--- config.mk ---
export PLATFORM = sky130hd
export DESIGN_NAME = pkt_rr_mux
export DESIGN_NICKNAME = d
export VERILOG_FILES = /design/src/rtl/pkt_rr_mux_pkg.sv /design/src/rtl/rr_pick.sv /design/src/rtl/pkt_rr_mux.sv
export SDC_FILE = /design/constraint.sdc
export NUM_CORES = 1
export LEC_CHECK = 0
export ABC_CLOCK_PERIOD_IN_PS = 2160
export CAP_MARGIN = 10
export CORE_MARGIN = 8
export CORE_UTILIZATION = 41
export DETAILED_ROUTE_END_ITERATION = 12
export GPL_TIMING_DRIVEN = 0
export PLACE_DENSITY = 0.86
export SLEW_MARGIN = 20
export SYNTH_ARGS = -nofsm -noshare
export SYNTH_HDL_FRONTEND = slang
export SYNTH_HIERARCHICAL = 1
export SYNTH_SLANG_ARGS = --single-unit
export TNS_END_PERCENT = 50
--- constraint.sdc ---
create_clock -name clk -period 2.16 [get_ports clk]
set_input_delay 0.648 -clock clk [delete_from_list [all_inputs] [get_ports clk]]
set_output_delay 0.648 -clock clk [all_outputs]
set_load 0.1 [all_outputs]
--- src/rtl/pkt_rr_mux_pkg.sv ---
// pkt_rr_mux_pkg: shared types and helpers for the round-robin packet multiplexer
//   state_t : arbiter state (IDLE waiting for a request, LOCK while a packet is in flight)
//   rotl1   : rotate the low n bits of a one-hot vector left by one, bit n-1 wrapping to bit 0
package pkt_rr_mux_pkg;

    typedef enum logic {IDLE, LOCK} state_t;

    localparam int MAX_N = 32;

    function automatic logic [MAX_N-1:0] rotl1(input logic [MAX_N-1:0] v, input int n);
        logic [MAX_N-1:0] r;
        r = '0;
        for (int i = 0; i < MAX_N; i++)
            if (i < n) r[5'((i + 1) % n)] = v[5'(i)];
        return r;
    endfunction

endpackage

--- src/rtl/rr_pick.sv ---
// rr_pick: combinational round-robin pick, first set request at or above the pointer, wrapping
//   req_i  [N] : request vector
//   ptr_i  [N] : one-hot highest-priority position
//   pick_o [N] : one-hot winner, 0 when no request
module rr_pick #(
    parameter int N = 5
) (
    input  logic [N-1:0] req_i,
    input  logic [N-1:0] ptr_i,
    output logic [N-1:0] pick_o
);

    logic [2*N-1:0] dbl;
    logic [2*N-1:0] gnt;

    // Subtracting the pointer from the doubled request clears the lowest request at or
    // above the pointer and sets the bits below it; masking keeps only that request.
    // The upper copy catches the wrap-around case.
    assign dbl    = {req_i, req_i};
    assign gnt    = dbl & ~(dbl - {{N{1'b0}}, ptr_i});
    assign pick_o = gnt[N-1:0] | gnt[2*N-1:N];

endmodule

--- src/rtl/pkt_rr_mux.sv ---
// pkt_rr_mux: packet-locked round-robin merge of N valid/ready streams onto one registered output
//   clk, rst             : clock, asynchronous active-high reset
//   in_valid_i/last_i[N] : per-stream beat valid and last-beat flag
//   in_data_i [N*W]      : stream i in bits [i*W +: W]
//   in_ready_o[N]        : per-stream accept, only ever the owner's bit
//   out_valid_o/data_o/last_o : registered output beat, out_ready_i accepts it
//   owner_o [N]          : one-hot lock holder, 0 when idle
//   busy_o               : high while a packet holds the lock
module pkt_rr_mux
    import pkt_rr_mux_pkg::*;
#(
    parameter int N = 5,
    parameter int W = 8
) (
    input  logic           clk,
    input  logic           rst,
    input  logic [N-1:0]   in_valid_i,
    input  logic [N*W-1:0] in_data_i,
    input  logic [N-1:0]   in_last_i,
    output logic [N-1:0]   in_ready_o,
    output logic           out_valid_o,
    output logic [W-1:0]   out_data_o,
    output logic           out_last_o,
    input  logic           out_ready_i,
    output logic [N-1:0]   owner_o,
    output logic           busy_o
);

    state_t         state_q, state_d;
    logic [N-1:0]   owner_q, owner_d;
    logic [N-1:0]   ptr_q, ptr_d;
    logic           busy_q, busy_d;
    logic           out_valid_q, out_valid_d;
    logic [W-1:0]   out_data_q, out_data_d;
    logic           out_last_q, out_last_d;
    logic [N-1:0]   pick;
    logic           load;
    logic           acc;
    logic [W-1:0]   sel_data;
    logic           sel_last;
    logic [MAX_N-1:0] ptr_rot;

    rr_pick #(.N(N)) u_pick (
        .req_i  (in_valid_i),
        .ptr_i  (ptr_q),
        .pick_o (pick)
    );

    // The output register can take a new beat when empty or being drained this cycle.
    assign load       = !out_valid_q || out_ready_i;
    assign in_ready_o = (state_q == LOCK) ? (owner_q & {N{load}}) : '0;
    assign acc        = |(in_valid_i & in_ready_o);
    assign ptr_rot    = rotl1(MAX_N'(owner_q), N);

    always_comb begin
        sel_data = '0;
        sel_last = 1'b0;
        for (int i = 0; i < N; i++) begin
            if (owner_q[i]) begin
                sel_data = in_data_i[i*W +: W];
                sel_last = in_last_i[i];
            end
        end
    end

    always_comb begin
        state_d     = state_q;
        owner_d     = owner_q;
        ptr_d       = ptr_q;
        busy_d      = busy_q;
        out_valid_d = acc ? 1'b1 : (load ? 1'b0 : out_valid_q);
        out_data_d  = acc ? sel_data : out_data_q;
        out_last_d  = acc ? sel_last : out_last_q;
        if (state_q == IDLE) begin
            if (|in_valid_i) begin
                state_d = LOCK;
                owner_d = pick;
                busy_d  = 1'b1;
            end
        end else if (acc && sel_last) begin
            state_d = IDLE;
            owner_d = '0;
            busy_d  = 1'b0;
            ptr_d   = ptr_rot[N-1:0];
        end
    end

    always_ff @(posedge clk or posedge rst) begin
        if (rst) begin
            state_q     <= IDLE;
            owner_q     <= '0;
            ptr_q       <= N'(1);
            busy_q      <= 1'b0;
            out_valid_q <= 1'b0;
            out_data_q  <= '0;
            out_last_q  <= 1'b0;
        end else begin
            state_q     <= state_d;
            owner_q     <= owner_d;
            ptr_q       <= ptr_d;
            busy_q      <= busy_d;
            out_valid_q <= out_valid_d;
            out_data_q  <= out_data_d;
            out_last_q  <= out_last_d;
        end
    end

    assign out_valid_o = out_valid_q;
    assign out_data_o  = out_data_q;
    assign out_last_o  = out_last_q;
    assign owner_o     = owner_q;
    assign busy_o      = busy_q;

endmodule

==> results_dict.tcl <==
set metrics [dict create \
    status "complete, no violations" \
    async_reset_ff_share_pct 100 \
    cts_made_buffers 3 \
    worst_setup_path_end_kind "output port" \
    routed-via-count 1742 \
    place_inst 311 \
    netlist.area_leader.share_pct 33.0 \
    fin_worst_skew_ns 0.00722 \
    die_area_um2 6140 \
    critPathMaxFanout 2 \
    cts_root_buf "clkbuf_8" \
    cp.buffers_inverters 1 \
    synth.distinct_cells 43 \
    syn-num-nets 248 \
    fin_crit_ns 2.12 \
    drive_gt1_share_pct 20.7 \
    synth_area_um2 1590 \
    cap_violations 0 \
    required_ns 1.51 \
    yosysWarnings 6 \
    cp-start-kind "register" \
    ctsHoldBuffers 0 \
    synth_edf_count 0 \
    cts_tree "yes" \
    dp_hpwl_mm 4.47 \
    cts.sinks 22 \
    slew_headroom_pct 34.0 \
    area_growth_syn_to_layout_pct 60.0 \
    first_pass_iters 4 \
    insertion_delay_ns 0.27 \
    grt_max_degree 23 \
    p_leak_uw 0.00108 \
    via_per_inst 5.55 \
    detailedPlace.worstSlack_ns -1.17 \
    cts.htree.levels 1 \
    worstSetupPathType "reg2out" \
    synthCells 190 \
    setup_ws_ns 0.0386 \
    gr-usage-all-layers_pct 18.5 \
    pin_count 74 \
    cp.arrival_ns 1.47 \
    max_stage_delay_ns 0.85 \
    finalSetupViolations 0 \
    crit_chain "clkdlybuf4s15_1" \
    nFillCells 300 \
    cp_slowest_cell "clkdlybuf4s15_1" \
    grt_pass1_wl_mm 9.24 \
    grt_antenna_before_repair 0 \
    ant_nets 0 \
    worstMarginPinSlew_ns 0.994 \
    die_h_um 78.3 \
    place_congestion 0.933 \
    instances_no_fill 314 \
    rows 22 \
    path_delay_family "buffers and inverters" \
    dr.first_iter.drc_count 113 \
    routedWlPerCell_um 18.4 \
    drc 0 \
    hold_viol 0 \
    ys_seq_area_share_pct 34.6 \
    fin_nets 325 \
    start_util_pct 43.2 \
    grt-ovfl-total 0 \
    power-per-cell-area_nw_per_um2 1430 \
    first_global_vias 1799 \
    hold_class "reg2reg" \
    ys_ff_latch 22 \
    clkTransAtPathRegs_ns 0.09 \
    rsz0062_at_grt "yes" \
    syn_area_per_cell_um2 8.38 \
    wirelength_mm 5.76 \
    post-route-period-util_pct 98.2 \
    slew_violations 0 \
    die_w_um 78.3 \
    core_um2 3690 \
    synthFlopType "dfrtp_1" \
    synth_area_leader_cell "dfrtp_1" \
    ctsLongestPathBuffers 2 \
    netlist_top_cells_area "dfrtp_1 33%, a21oi_1 6.9%, nand2_1 6.1%" \
    timing.fmax_mhz 471 \
    num_antenna_cells 0 \
    port_buffers 73 \
    vdd_drop_max_mv 0.692 \
]
[flip-flops by register name (all words and copies together), names as in the netlist]
| name | flops |
|---|---|
| state_q | 1 |
| ptr_q | 5 |
| busy_o | 1 |
| out_last_o | 1 |
| out_data_o | 8 |
| out_valid_o | 1 |
| owner_o | 5 |
[power breakdown]
part / internal, uW / leakage, uW / switching (uW)
Sequential: 586 / 0.000270 / 125
Clock: 132 / 0.0000228 / 143
Combinational: 827 / 0.000786 / 1820
[metal layers]
metal / global-route usage [%] / part of all wire [%] / up-vias
met2: 31.5 / 48 / 80
met3: 5.13 / 8.2 / 7
met5: 0 / 0 / -
li1: - / - / 839
met4: 5.19 / 1.0 / 0
met1: 22.2 / 42 / 816
[tightest hold or removal path, delay by kind of cell (launching register included)]
family	cells	cell delay (ns)
and+or+nand+nor	1	0.05
AOI/OAI and AO/OA	1	0.05
DFF	1	0.35
[stage by stage]
stage	area (um^2)	util (%)	total power [uW]	setup TNS, ns	hold slack [ns]
2_1_floorplan	1640	-	2630	-0.0472	0.458
3_3_place_gp	2430	65.9	3260	-15.74	0.460
3_5_place_dp	2430	65.9	3320	-16.50	0.467
4_1_cts	2540	68.9	3600	-0.00136	0.481
5_1_grt	2550	69.1	3840	-0.00488	0.508
6_report	2550	69.1	3630	0	0.481
[area by class of cell]
class,instances,area (um^2),share of cell area [%]
multi-input cells,139,996,39.1
repair buffers,75,747,29.3
well taps,48,60.1,2.36
plain buffers,9,67.6,2.65
inverters,17,63.8,2.50
clock buffers,4,45.0,1.77
flip-flops and latches,22,569,22.3
[cells in the mapped netlist (2+ instances only)]
master	n
nand2_1	26
a21oi_1	22
dfrtp_1	21
inv_1	17
o21ai_0	11
nor2b_1	10
a221oi_1	8
clkbuf_1	8
o31ai_1	8
and3_1	5
o2bb2ai_1	5
ha_1	4
nand2b_1	4
nor2_1	4
a21o_1	3
mux2_2	3
a211o_1	2
mux2_1	2
nand3b_1	2
o21ai_1	2
[path summary, 6_finish.rpt]
check                           cells past startpoint  slack, ns                 startpoint                        end
worst max-delay path                                1       0.04  out_data_o[6]$_DFFE_PP0P_              out_data_o[6]
worst min-delay path                                2       0.48  out_data_o[7]$_DFFE_PP0P_  out_data_o[7]$_DFFE_PP0P_
worst max register to register                      7       0.16       ptr_q[0]$_DFFE_PP1P_     owner_o[4]$_DFFE_PP0P_
worst min register to register                      2       0.48  out_data_o[7]$_DFFE_PP0P_  out_data_o[7]$_DFFE_PP0P_
max in group asynchronous                           2       0.64                        rst     owner_o[2]$_DFFE_PP0P_
min in group asynchronous                           2       0.88                        rst  out_data_o[4]$_DFFE_PP0P_
[cells by family (layout without fill, tap and decap cells)]
| kind of cell | after synthesis | after routing | synth area share (%) |
|---|---|---|---|
| adder cells (fa/ha/maj) | 5 | 5 | 4.40 |
| XOR/XNOR | 2 | 2 | 1.10 |
| multiplexers | 5 | 5 | 3.53 |
| flip-flops | 22 | 22 | 34.6 |
| AO/OA/AOI/OAI | 70 | 70 | 30.2 |
| AND/OR/NAND/NOR | 57 | 57 | 18.5 |
| buffers and inverters | 29 | 105 | 7.62 |
[layout by cell type, fill, tap and decap left out, drive strengths merged, types with 10 or more instances in the layout]
cell           netlist  routed
clkdlybuf4s50        0      46
nand2               26      26
o21ai               13      13
nor2b               10      10
clkdlybuf4s15        0      12
clkbuf               8      11
a21oi               22      22
inv                 17      17
buf                  4      14
dfrtp               21      21
[repair_timing]
action	in CTS	in global routing
buffers inserted	2	0
setup endpoints to repair	43	30
pin swaps	2	3
gates resized for setup	88	25
gates cloned	0	0
(Power assumes the default switching activity.)
==> patch, RTL diff (same flow settings) <==
Change the parameter `W` from 8 to 10.
--- a/src/rtl/pkt_rr_mux.sv
+++ b/src/rtl/pkt_rr_mux.sv
@@ -12,3 +12,3 @@
     parameter int N = 5,
-    parameter int W = 8
+    parameter int W = 10
 ) (
Ports: changed (resized in_data_i and out_data_o); port bits go from 74 to 86. The function was not compared with the original's and may differ.
==> patch against the unedited design <==
  * Design area up 10%
  * Synthesized area up 8.1%
  * Hold slack better by 0.0043 ns
  * First-iteration DRC count up 110%
  * Sequential cell count up 2
  * Critical endpoint is now ptr_q[4]
  * Critical path type is now input pin to flip-flop
  * Worst setup slack worse by 0.029 ns
  * Routed wire length up 13%
  * Clock skew down 0.0046 ns
Power is not compared: it rests on default switching activity, and its combinational part moved more than twofold at a synthesized area within 25%.
==> patch: results (changes against the unedited design) <==
synth_xor_area_share_pct: 1.02  # was 1.10%
place_ws_ns: -1.17  # about the same
synth-compound-area-share_pct: 32.6  # was 30.2%
multi_input_area_share_pct: 37.5  # was 39.1%
met2_usage_pct: 31.4  # was 31.5%
stdcell_area_sq_um: 2810  # was 2550 sq um
worst_pin_slew_ns: 0.991  # was 0.994 ns
inv_count: 18  # was 17
drt-total-wl_microns: 6520  # was 5760 microns
cts_resized: 97  # was 88
netlist_top_cells_area: "dfrtp_1 (33%), a21oi_1 (7.3%), a221oi_1 (5.1%)"  # was dfrtp_1 (33%), a21oi_1 (6.9%), nand2_1 (6.1%)
synth.area.mux_share_pct: 3.27  # was 3.53%
cpLargestDelayFamily: "compound AO/OA/AOI/OAI gates"  # was buffers and inverters
yosys.area_share.adder_pct: 4.07  # was 4.40%
use_met3_pct: 4.64  # was 5.13%
seq_area_sq_um: 617  # was 569 sq um
cts_setup_buffers: 0  # was 2
critPathSlowestCell: "a2111o_1"  # was clkdlybuf4s15_1
grt_use_total_pct: 18.7  # was 18.5%
path_max_fanout: 3  # was 2
die_w_microns: 80.8  # was 78.3 microns
fillCellCount: 294  # was 300
grt_pass1_wl_microns: 9610  # was 9240 microns
design.seq.count: 24  # was 22
outcome: "finished, final reports clean"  # unchanged
nets: 358  # was 325
dr_wl_met2_microns: 3250  # was 2790 microns
drt_iter0_drc: 232  # was 113
drt-met1-wl_microns: 2500  # was 2440 microns
dr.max_layer_used: "met4"  # unchanged
nMultiInputCombCells: 142  # was 139
avgSynthCellArea_sq_um: 8.70  # was 8.38 sq um
yosysSeqAreaShare_pct: 35.0  # was 34.6%
drt-wirelength-per-cell_microns: 19.2  # was 18.4 microns
largest_register_ff_count: 10  # was 8
grt_use_met1_pct: 23.4  # was 22.2%
dp.cells: 333  # was 311
numPortBuffers: 85  # was 73
grt_pass1_vias: 1811  # was 1,799
placedInstanceArea_sq_um: 2670  # was 2430 sq um
max_stage_delay_ns: 0.46  # was 0.85 ns
synth_common_cells: "a21oi_1 (25), dfrtp_1 (23), inv_1 (18)"  # was nand2_1 (26), a21oi_1 (22), dfrtp_1 (21)
drive_above_1_share_pct: 20.8  # was 20.7%
hpwl_microns: 4790  # was 4470 microns
wl_met3_microns: 661  # was 475 microns
buffers: 101  # was 84
-- patch: cell types whose count changed in the layout (fill, tap and decap cells not counted), sizes merged, moves of 2 or more --
cell / change
a21oi: +3
a221oi: +2
a22o: +10
clkbuf: +10
clkdlybuf4s15: -4
clkdlybuf4s50: +10
dfrtp: +2
dlygate4sd2: +2
nand2: -11
nor2b: +3
o21ai: -4
o2bb2ai: -5
o31ai: +2
-- patch: worst paths after layout --
path | start | to | slack (ns) | cells past startpoint
worst min register to register | out_last_o | out_last_o | 0.48 | 1
max in group asynchronous | rst | owner_o[3] | 0.58 | 2
worst max-delay path | in_last_i[1] | ptr_q[4] | 0.01 | 6
min in group asynchronous | rst | out_data_o[5] | 0.89 | 2
worst min-delay path | out_last_o | out_last_o | 0.48 | 1
worst max register to register | owner_o[1] | ptr_q[4] | 0.10 | 6
-- patch: power by group --
part	internal, W	switching, W	total [W]
logic	0.000241	0.000464	0.000705
registers	0.000487	0.0000241	0.000511
clock network	0.000132	0.000146	0.000279
total	0.000860	0.000635	0.00149
